==> config.mk <==
export PLATFORM = sky130hd
export DESIGN_NAME = rr_arbiter_4
export DESIGN_NICKNAME = d
export VERILOG_FILES = /design/src/rtl/arb_pkg.sv /design/src/rtl/gnt_encoder_4x2.sv /design/src/rtl/rr_arbiter_4.sv
export SDC_FILE = /design/constraint.sdc
export NUM_CORES = 1
export LEC_CHECK = 0
export CAP_MARGIN = 20
export CORE_MARGIN = 5
export CORE_UTILIZATION = 36
export DETAILED_ROUTE_END_ITERATION = 10
export PLACE_DENSITY = 0.68
export SETUP_SLACK_MARGIN = 0.02
export SYNTH_ARGS = -nofsm -noshare
export SYNTH_HDL_FRONTEND = slang
export SYNTH_HIERARCHICAL = 1
export SYNTH_SLANG_ARGS = --single-unit
==> constraint.sdc <==
create_clock -name clk -period 3.1 [get_ports clk]
set_clock_uncertainty 0.1 [all_clocks]
set_input_delay 0.62 -clock clk [delete_from_list [all_inputs] [get_ports clk]]
set_output_delay 0.62 -clock clk [all_outputs]
set_load 0.05 [all_outputs]
==> src/rtl/arb_pkg.sv <==
// arb_pkg: shared constants, state type and the rotating-priority pick helper
// for the 4-requester round-robin arbiter.
//   NUM_REQ     number of requesters
//   ID_W        width of a binary requester index
//   arb_state_t IDLE (no owner) / GRANT (one owner holds the resource)
//   pick_rr     first set request bit searching ptr, ptr+1, .. (mod NUM_REQ)
package arb_pkg;

  localparam int NUM_REQ = 4;
  localparam int ID_W    = 2;

  typedef enum logic [0:0] {
    IDLE  = 1'b0,
    GRANT = 1'b1
  } arb_state_t;

  // Walks the offsets from the far end back to 0 so the smallest offset from
  // ptr (the highest priority) is the last assignment and therefore wins.
  // Returns ptr when nothing is requested; callers only use it when req != 0.
  function automatic logic [ID_W-1:0] pick_rr(input logic [NUM_REQ-1:0] req,
                                               input logic [ID_W-1:0]    ptr);
    logic [ID_W-1:0] win;
    logic [ID_W-1:0] idx;
    win = ptr;
    for (int k = NUM_REQ - 1; k >= 0; k--) begin
      idx = ptr + ID_W'(k);
      if (req[idx]) begin
        win = idx;
      end
    end
    return win;
  endfunction

endpackage

==> src/rtl/gnt_encoder_4x2.sv <==
// gnt_encoder_4x2: combinational one-hot to binary encoder for the next grant.
//   onehot  in   NUM_REQ  one-hot (or all-zero) grant vector
//   id      out  ID_W     binary index of the set bit (0 when all-zero)
//   valid   out  1        high iff any bit of onehot is set
module gnt_encoder_4x2
  import arb_pkg::*;
(
  input  logic [NUM_REQ-1:0] onehot,
  output logic [ID_W-1:0]    id,
  output logic               valid
);

  // Mask of the requester positions whose index has bit b set.
  function automatic logic [NUM_REQ-1:0] idx_mask(input int b);
    logic [NUM_REQ-1:0] m;
    for (int i = 0; i < NUM_REQ; i++) begin
      m[i] = ((i >> b) & 1) != 0;
    end
    return m;
  endfunction

  // With a one-hot input each id bit is just the OR of the positions that
  // carry that bit in their index.
  genvar gi;
  generate
    for (gi = 0; gi < ID_W; gi++) begin : g_id
      assign id[gi] = |(onehot & idx_mask(gi));
    end
  endgenerate

  assign valid = |onehot;

endmodule

==> src/rtl/rr_arbiter_4.sv <==
// rr_arbiter_4: 4-requester round-robin arbiter with a per-owner hold limit.
//   clk        in   1  system clock, rising edge
//   rst        in   1  asynchronous, active-high reset
//   req        in   4  request per agent, held for the whole transaction
//   gnt        out  4  registered one-hot grant (zero when idle)
//   gnt_id     out  2  binary index of gnt (zero when idle)
//   gnt_valid  out  1  high iff gnt != 0
// Parameter MAX_HOLD: max consecutive grant cycles for one owner while others
// wait; 0 means the owner may hold indefinitely.
module rr_arbiter_4
  import arb_pkg::*;
#(
  parameter int MAX_HOLD = 8
) (
  input  logic               clk,
  input  logic               rst,
  input  logic [NUM_REQ-1:0] req,
  output logic [NUM_REQ-1:0] gnt,
  output logic [ID_W-1:0]    gnt_id,
  output logic               gnt_valid
);

  localparam int HOLD_W = (MAX_HOLD < 1) ? 1 : $clog2(MAX_HOLD + 1);
  localparam logic [HOLD_W-1:0] HOLD_LIMIT = HOLD_W'(MAX_HOLD);
  localparam logic [HOLD_W-1:0] HOLD_SAT   = {HOLD_W{1'b1}};

  arb_state_t         state_reg, state_next;
  logic [ID_W-1:0]    ptr_reg, ptr_next;
  logic [HOLD_W-1:0]  hold_cnt_reg, hold_cnt_next;
  logic [NUM_REQ-1:0] gnt_reg, gnt_next;
  logic [ID_W-1:0]    gnt_id_reg, gnt_id_next;
  logic               gnt_valid_reg, gnt_valid_next;

  logic               owner_req;
  logic               others_req;
  logic               limit_hit;
  logic               take;
  logic [ID_W-1:0]    winner;

  assign owner_req  = |(req & gnt_reg);
  assign others_req = |(req & ~gnt_reg);
  assign limit_hit  = (MAX_HOLD != 0) && (hold_cnt_reg == HOLD_LIMIT);

  // While granted, ptr already sits one past the owner, so searching the raw
  // req vector from ptr puts a still-requesting owner last: on preemption the
  // pick always lands on another agent without masking the owner out.
  assign winner = pick_rr(req, ptr_reg);

  always_comb begin
    state_next    = state_reg;
    ptr_next      = ptr_reg;
    hold_cnt_next = hold_cnt_reg;
    gnt_next      = gnt_reg;
    take          = 1'b0;

    case (state_reg)
      IDLE: begin
        if (|req) begin
          take = 1'b1;
        end
      end
      GRANT: begin
        if (owner_req) begin
          if (!limit_hit) begin
            // Saturating count keeps the unlimited case from wrapping.
            if (hold_cnt_reg != HOLD_SAT) begin
              hold_cnt_next = hold_cnt_reg + HOLD_W'(1);
            end
          end else if (others_req) begin
            take = 1'b1;
          end
        end else if (others_req) begin
          take = 1'b1;
        end else begin
          state_next    = IDLE;
          gnt_next      = '0;
          hold_cnt_next = '0;
        end
      end
      default: begin
        state_next    = IDLE;
        gnt_next      = '0;
        hold_cnt_next = '0;
      end
    endcase

    if (take) begin
      state_next    = GRANT;
      gnt_next      = NUM_REQ'(1) << winner;
      hold_cnt_next = HOLD_W'(1);
      ptr_next      = winner + ID_W'(1);
    end
  end

  // Encode the next grant so id and valid are registered alongside gnt and
  // never lag it by a cycle.
  gnt_encoder_4x2 u_enc (
    .onehot (gnt_next),
    .id     (gnt_id_next),
    .valid  (gnt_valid_next)
  );

  always_ff @(posedge clk or posedge rst) begin
    if (rst) begin
      state_reg     <= IDLE;
      ptr_reg       <= '0;
      hold_cnt_reg  <= '0;
      gnt_reg       <= '0;
      gnt_id_reg    <= '0;
      gnt_valid_reg <= 1'b0;
    end else begin
      state_reg     <= state_next;
      ptr_reg       <= ptr_next;
      hold_cnt_reg  <= hold_cnt_next;
      gnt_reg       <= gnt_next;
      gnt_id_reg    <= gnt_id_next;
      gnt_valid_reg <= gnt_valid_next;
    end
  end

  assign gnt       = gnt_reg;
  assign gnt_id    = gnt_id_reg;
  assign gnt_valid = gnt_valid_reg;

endmodule

* Yosys cells after proc, flatten, opt, wreduce, memory -nomap -nowiden *
Index checks and enable logic that the tools add are counted.

storage, ports and cells
  register bits = 14
  bits in latches = 0
  RAM bits = 0
  memory bits (read-only) = 0
  input bits = 6
  output and inout bits = 7
  word-level logic and storage cells = 63
  memories kept = 0

cells by class
  add/subtract/negate cells = 5
  $mul = 0
  div/mod/pow operators = 0
  magnitude comparators = 4
  equal/unequal tests = 5
  shift-type cells = 1
  mux-type cells = 30
  bitwise gates (word level) = 4
  reductions and logical operators = 8

operators with widths
  cell                   number
  $mux W4                10
  $reduce_or A4 Y1       4
  $lt A2 B3 Y1 const B   4
  $mux W1                11
  $and A4 B4 Y4          2
  $bmux W1 S2            4
  $mux W2                4
  $ne A3 B2 Y1 const B   2
  $add A2 B1 Y2 const B  2
  $add A2 B2 Y2 const B  2
  $add A4 B1 Y4 const B  1
  $eq A4 B4 Y1 const B   1
  $ne A4 B4 Y1 const B   1
  $not A4 Y4             1
  $reduce_and A4 Y1      1
  $reduce_or A2 Y1       2
  $shl A1 B2 Y4 const A  1
  $ne A3 B1 Y1 const B   1
  $pmux W1 S2            1
  $reduce_bool A2 Y1     1
  $not A1 Y1             1

* Longest topological paths before layout *
  word-level depth = 10
  mapped depth = 9
  depth with buffers taken out = 8

* By module *
Netlist, hierarchy kept.

modules (own cells, without submodules)
  module           instances  cells each  area an instance (µm²)  seq. area each (µm²)
  rr_arbiter_4     1          96          945.9                   350.3
  gnt_encoder_4x2  1          3           20.0                    0.0

* Least setup slack after synthesis *
OpenSTA, ideal clock, no wires.

  path kind = register to register
  from = register gnt_reg[2] (netlist: gnt[2])
  to = register gnt_valid_reg (netlist: gnt_valid)
  library setup time = 139 ps
  arrival = 2,122 ps
  required time = 2,861 ps
  setup slack = 740 ps
  cell stages (with the launch flop) = 6
  clock period less this slack = 2,360 ps
  cells stage by stage = dfrtp_1 -> nand2b_1 -> and4_4 -> a221oi_4 -> mux2i_1 -> or4_1

between the ends
  word-level cells in the longest chain between the ends = 9
  elaborated cells on any way between the ends = 14
  classes of those cells = mux (8); bitwise (3); reduce/logical (3)

ends and longest elaborated chain
  what                    RTL line                                RTL
  start, declared         rr_arbiter_4.sv:30                      logic [NUM_REQ-1:0] gnt_reg, gnt_next;
  start signal, assigned  rr_arbiter_4.sv:115                     gnt_reg <= gnt_next;
  $not A4 Y4              rr_arbiter_4.sv:41                      assign others_req = |(req & ~gnt_reg);
  $and A4 B4 Y4           rr_arbiter_4.sv:41
  $reduce_or A4 Y1        rr_arbiter_4.sv:41
  $mux W1                 rr_arbiter_4.sv:69, rr_arbiter_4.sv:72
  $mux W1                 rr_arbiter_4.sv:64                      if (!limit_hit) begin
  $mux W1                 rr_arbiter_4.sv:63                      if (owner_req) begin
  $pmux W1 S2             rr_arbiter_4.sv:56                      case (state_reg)
  $mux W4 *               rr_arbiter_4.sv:87                      if (take) begin
  net gnt_next[3]         rr_arbiter_4.sv:30
  $reduce_or A4 Y1 *      gnt_encoder_4x2.sv:31                   assign valid = |onehot;
  net gnt_valid_next      rr_arbiter_4.sv:32                      logic gnt_valid_reg, gnt_valid_next;
  end signal, assigned    rr_arbiter_4.sv:117                     gnt_valid_reg <= gnt_valid_next;
  end, declared           rr_arbiter_4.sv:32

Mark *: on every way through the listed nets, which the timed path passes. The rest lies on a longest branch.
A chain may end at the register's enable or synchronous reset.

* Worst setup path after layout *
  from = input port req[1]
  to = register gnt_valid_reg (netlist: gnt_valid)

between the ends
  word-level cells in the longest chain between the ends = 9
  elaborated cells on any way between the ends = 28
  classes of those cells = shift (1); mux (21); bitwise (2); reduce/logical (4)

ends and longest elaborated chain
  what                           RTL line               RTL
  start, declared                rr_arbiter_4.sv:17     input logic [NUM_REQ-1:0] req,
  $bmux W1 S2                    arb_pkg.sv:27          if (req[idx]) begin
  $mux W1 (not written as such)  arb_pkg.sv:27
  $mux W2 (4 in a row)           arb_pkg.sv:27
  $shl A1 B2 Y4                  rr_arbiter_4.sv:89     gnt_next = NUM_REQ'(1) << winner;
  $mux W4 *                      rr_arbiter_4.sv:87
  net gnt_next[3]                rr_arbiter_4.sv:30
  $reduce_or A4 Y1 *             gnt_encoder_4x2.sv:31
  net gnt_valid_next             rr_arbiter_4.sv:32

Mark *: on every way through the listed nets, which the timed path passes. The rest lies on a longest branch. The select of a mux whose other input is x is not followed.

==> results.tsv <==
stage	metric	value	unit
layout	area_growth	19.82	%
logic_synthesis	synth_edf_count	0	
timing	fin_setup_tns	0	ns
setup_path	cp-end-kind	flip-flop	
setup_path	max_stage_delay	0.65	ns
pwr	p_int	0.6015	mW
detailed_routing	via_per_inst	5.336	
hold_path	holdCritPathClass	reg -> reg	
placed_design	io_buffer_count	12	
layout	layout_commonest_cell	dfrtp_1	
layout	nNetsFinal	130	
clock_network	path_clk_slew	0.07	ns
timing	fin_crit	2.790	ns
global_routing	grt_overflow_total	0	
layout	drive_gt1_share	12.07	%
timing	max_clock_freq	358.4	MHz
setup_path	reg2reg_slack	0.67	ns
pwr	p_per_area	960.7	mW/mm^2
pwr	p_sw_share	45.90	%
die	ios	13	
logic_synthesis	syn_nets	111	
placed_design	hpwl	1.696	mm
timing	maxSlewViolCount	0	
placed_design	dp_slack	0.02256	ns
logic_synthesis	synth.lib_cells_used.distinct	40	
pwr	p_switching	0.5104	mW
timing	rsz0062_at_grt	false	
pwr	power_leakage	0.5191	nW
logic_synthesis	syn_avg_cell_area	9.757	um^2
global_routing	grt_max_degree	15	
global_routing	grt_pass1_wl	3.670	mm
detailed_routing	wirelength	2.044	mm
die	rows	18	
logic_synthesis	syn-cell-area	965.9	um^2
run_status	status	complete, no violations	
clock_network	clock_latency	0.26	ns
global_routing	met1_usage	16.16	%
clock_network	cts_hold_buf	0	
layout	antenna_cells	0	
clock_network	post_cts_resized	0	
timing	tightest_slew	0.5127	ns
die	core_area	0.002522	mm^2
setup_path	cp.required	3.14	ns
layout	fillers	248	
detailed_routing	drt_iter0_markers	48	
pwr	pwr-share-clk	8.6	%
clock_network	htreeDepth	1	
global_routing	busiest_layer	met2	
die	die_y	61.80	um
setup_path	crit_fanout	8	
setup_path	slowest_stage	clkdlybuf4s50_1	
setup_path	worstPathBufferInverterCount	2	
die	die_area	0.003819	mm^2
pwr	p_seq_share	30.5	%
setup_path	worstPathCellList	clkdlybuf4s50_1 -> nor2_1 -> a211o_1 -> o22a_1 -> ha_1 -> inv_1 -> mux2i_1 -> or4_1	
global_routing	antenna_found_initial	0	
global_routing	global_route.usage.met2	23.02	%
global_routing	grt_pass1_vias	802	
layout	final_cell_mix	14 x dfrtp_1, 13 x inv_1, 12 x clkdlybuf4s50_1	
global_routing	grt_usage	13.05	%
clock_network	cts_tree	built	
job	maxCapViolCount	0	
die	die_w	61.80	um
detailed_routing	drc_errors	0	
setup_path	crit_type	in -> reg	
setup_path	crit_path_start_kind	input port	
setup_path	setup.worst_path.start	req[1]	
setup_path	crit_arrival	2.83	ns
clock_network	post_cts_buffers	0	
clock_network	clock-sinks	14	
detailed_routing	wl_per_cell	14.00	um
logic_synthesis	ys.flop_type	dfrtp_1	
setup_path	path_delay_family	buffers and inverters	
logic_synthesis	ys_seq_area_share	36.27	%
timing	setup_viol	0	
logic_synthesis	async_reset_ff_share	100.0	%
clock_network	ctsRootBufferMaster	clkbuf_4	
global_routing	grt_util_met3	1.860	%
logic_synthesis	ys_seq_elements	14	
pwr	comb_power_share	60.9	%
pwr	ir_drop	0.0005698	V
placed_design	gp_congestion	0.7170	
timing	hold_viol	0	
timing	setup_slack	0.3100	ns
detailed_routing	num_vias	779	
setup_path	crit-reg2reg-launch	hold_cnt_reg[0]	
timing	slew_headroom	65.71	%
logic_synthesis	syn_inst	99	
detailed_routing	firstDrtPassIters	4	
clock_network	cts_buffers	3	
timing	min_period_over_period	90.00	%
logic_synthesis	ys_warn_count	6	
hold_path	hp-start	hold_cnt_reg[1]	
detailed_routing	antenna_left	0	
die	start_util	38.29	%
clock_network	cts_max_path_buffers	2	
-- logic make-up after synthesis --
logic type	after synthesis	share of synthesized area, %
fa+ha+maj	6	7.772
mux	7	8.290
compound gates	24	20.99
buf+inv	14	6.218
simple gates	34	20.47
flops	14	36.27
-- synthesized netlist by cell type, types with 2 or more instances --
library cell | n | area [um^2]
ha_1 | 6 | 75.07
nand2_1 | 9 | 33.78
mux2i_1 | 5 | 50.05
o21ai_0 | 4 | 20.02
inv_1 | 13 | 48.80
nor2_1 | 4 | 15.01
a211o_1 | 2 | 17.52
nand2b_1 | 5 | 31.28
or2_1 | 2 | 12.51
and2_1 | 2 | 12.51
mux2_4 | 2 | 30.03
a21oi_1 | 2 | 10.01
dfrtp_1 | 14 | 350.3
nor3b_1 | 2 | 15.01
nor4_1 | 2 | 12.51
-- cell type report --
cell class              count  area (um^2)  area share (%)
clock buffers               3        22.52           1.946
inverters                  13        48.80           4.216
multi-input cells          71        555.5           48.00
flip-flops and latches     14        350.3           30.27
well taps                  30        37.54           3.243
repair buffers             15        142.6           12.32
-- layer usage --
layer  part of all wire, %  vias up
met5                     0        -
met4                  0.88        0
met3                   2.3        2
met2                    52        9
met1                    45      377
li1                      -      391
-- metrics by stage --
step                      util (%)  instance area (um^2)  std cells  hold slack [ns]  total power [mW]
final                        45.88                  1157        146           0.4640             1.112
after global routing         45.88                  1157        146           0.4990             1.204
after CTS                    45.88                  1157        146           0.4636             1.123
after detailed placement     44.99                  1135        143           0.4467             1.022
after global placement       44.99                  1135        143           0.4427            0.9984
after floorplan                  -                 965.9         99           0.4092            0.8277
-- worst reg2reg max path, stage by stage (launching register included) --
cell	delay, ns
dfrtp_1	0.42
inv_1	0.09
ha_1	0.17
nand3b_1	0.12
and2_1	0.21
a221oi_4	0.45
mux2i_1	0.20
or4_1	0.54
-- final timing paths --
check                                       end  depth (start not counted)
min in group asynchronous            ptr_reg[1]                          2
worst min register to register  hold_cnt_reg[1]                          1
max in group asynchronous                gnt[1]                          2
worst max register to register        gnt_valid                          7
worst min-delay path            hold_cnt_reg[1]                          1
worst max-delay path                  gnt_valid                          8
-- power groups by stage --
stage / registers (mW) / logic (mW) / clock network [mW]
finish: 0.339 / 0.677 / 0.0951
global route: 0.351 / 0.742 / 0.111
CTS: 0.337 / 0.686 / 0.101
detailed placement: 0.339 / 0.683 / 0
global placement: 0.335 / 0.664 / 0
floorplan: 0.455 / 0.373 / 0
Note: power is estimated with default switching activity, not from simulation.
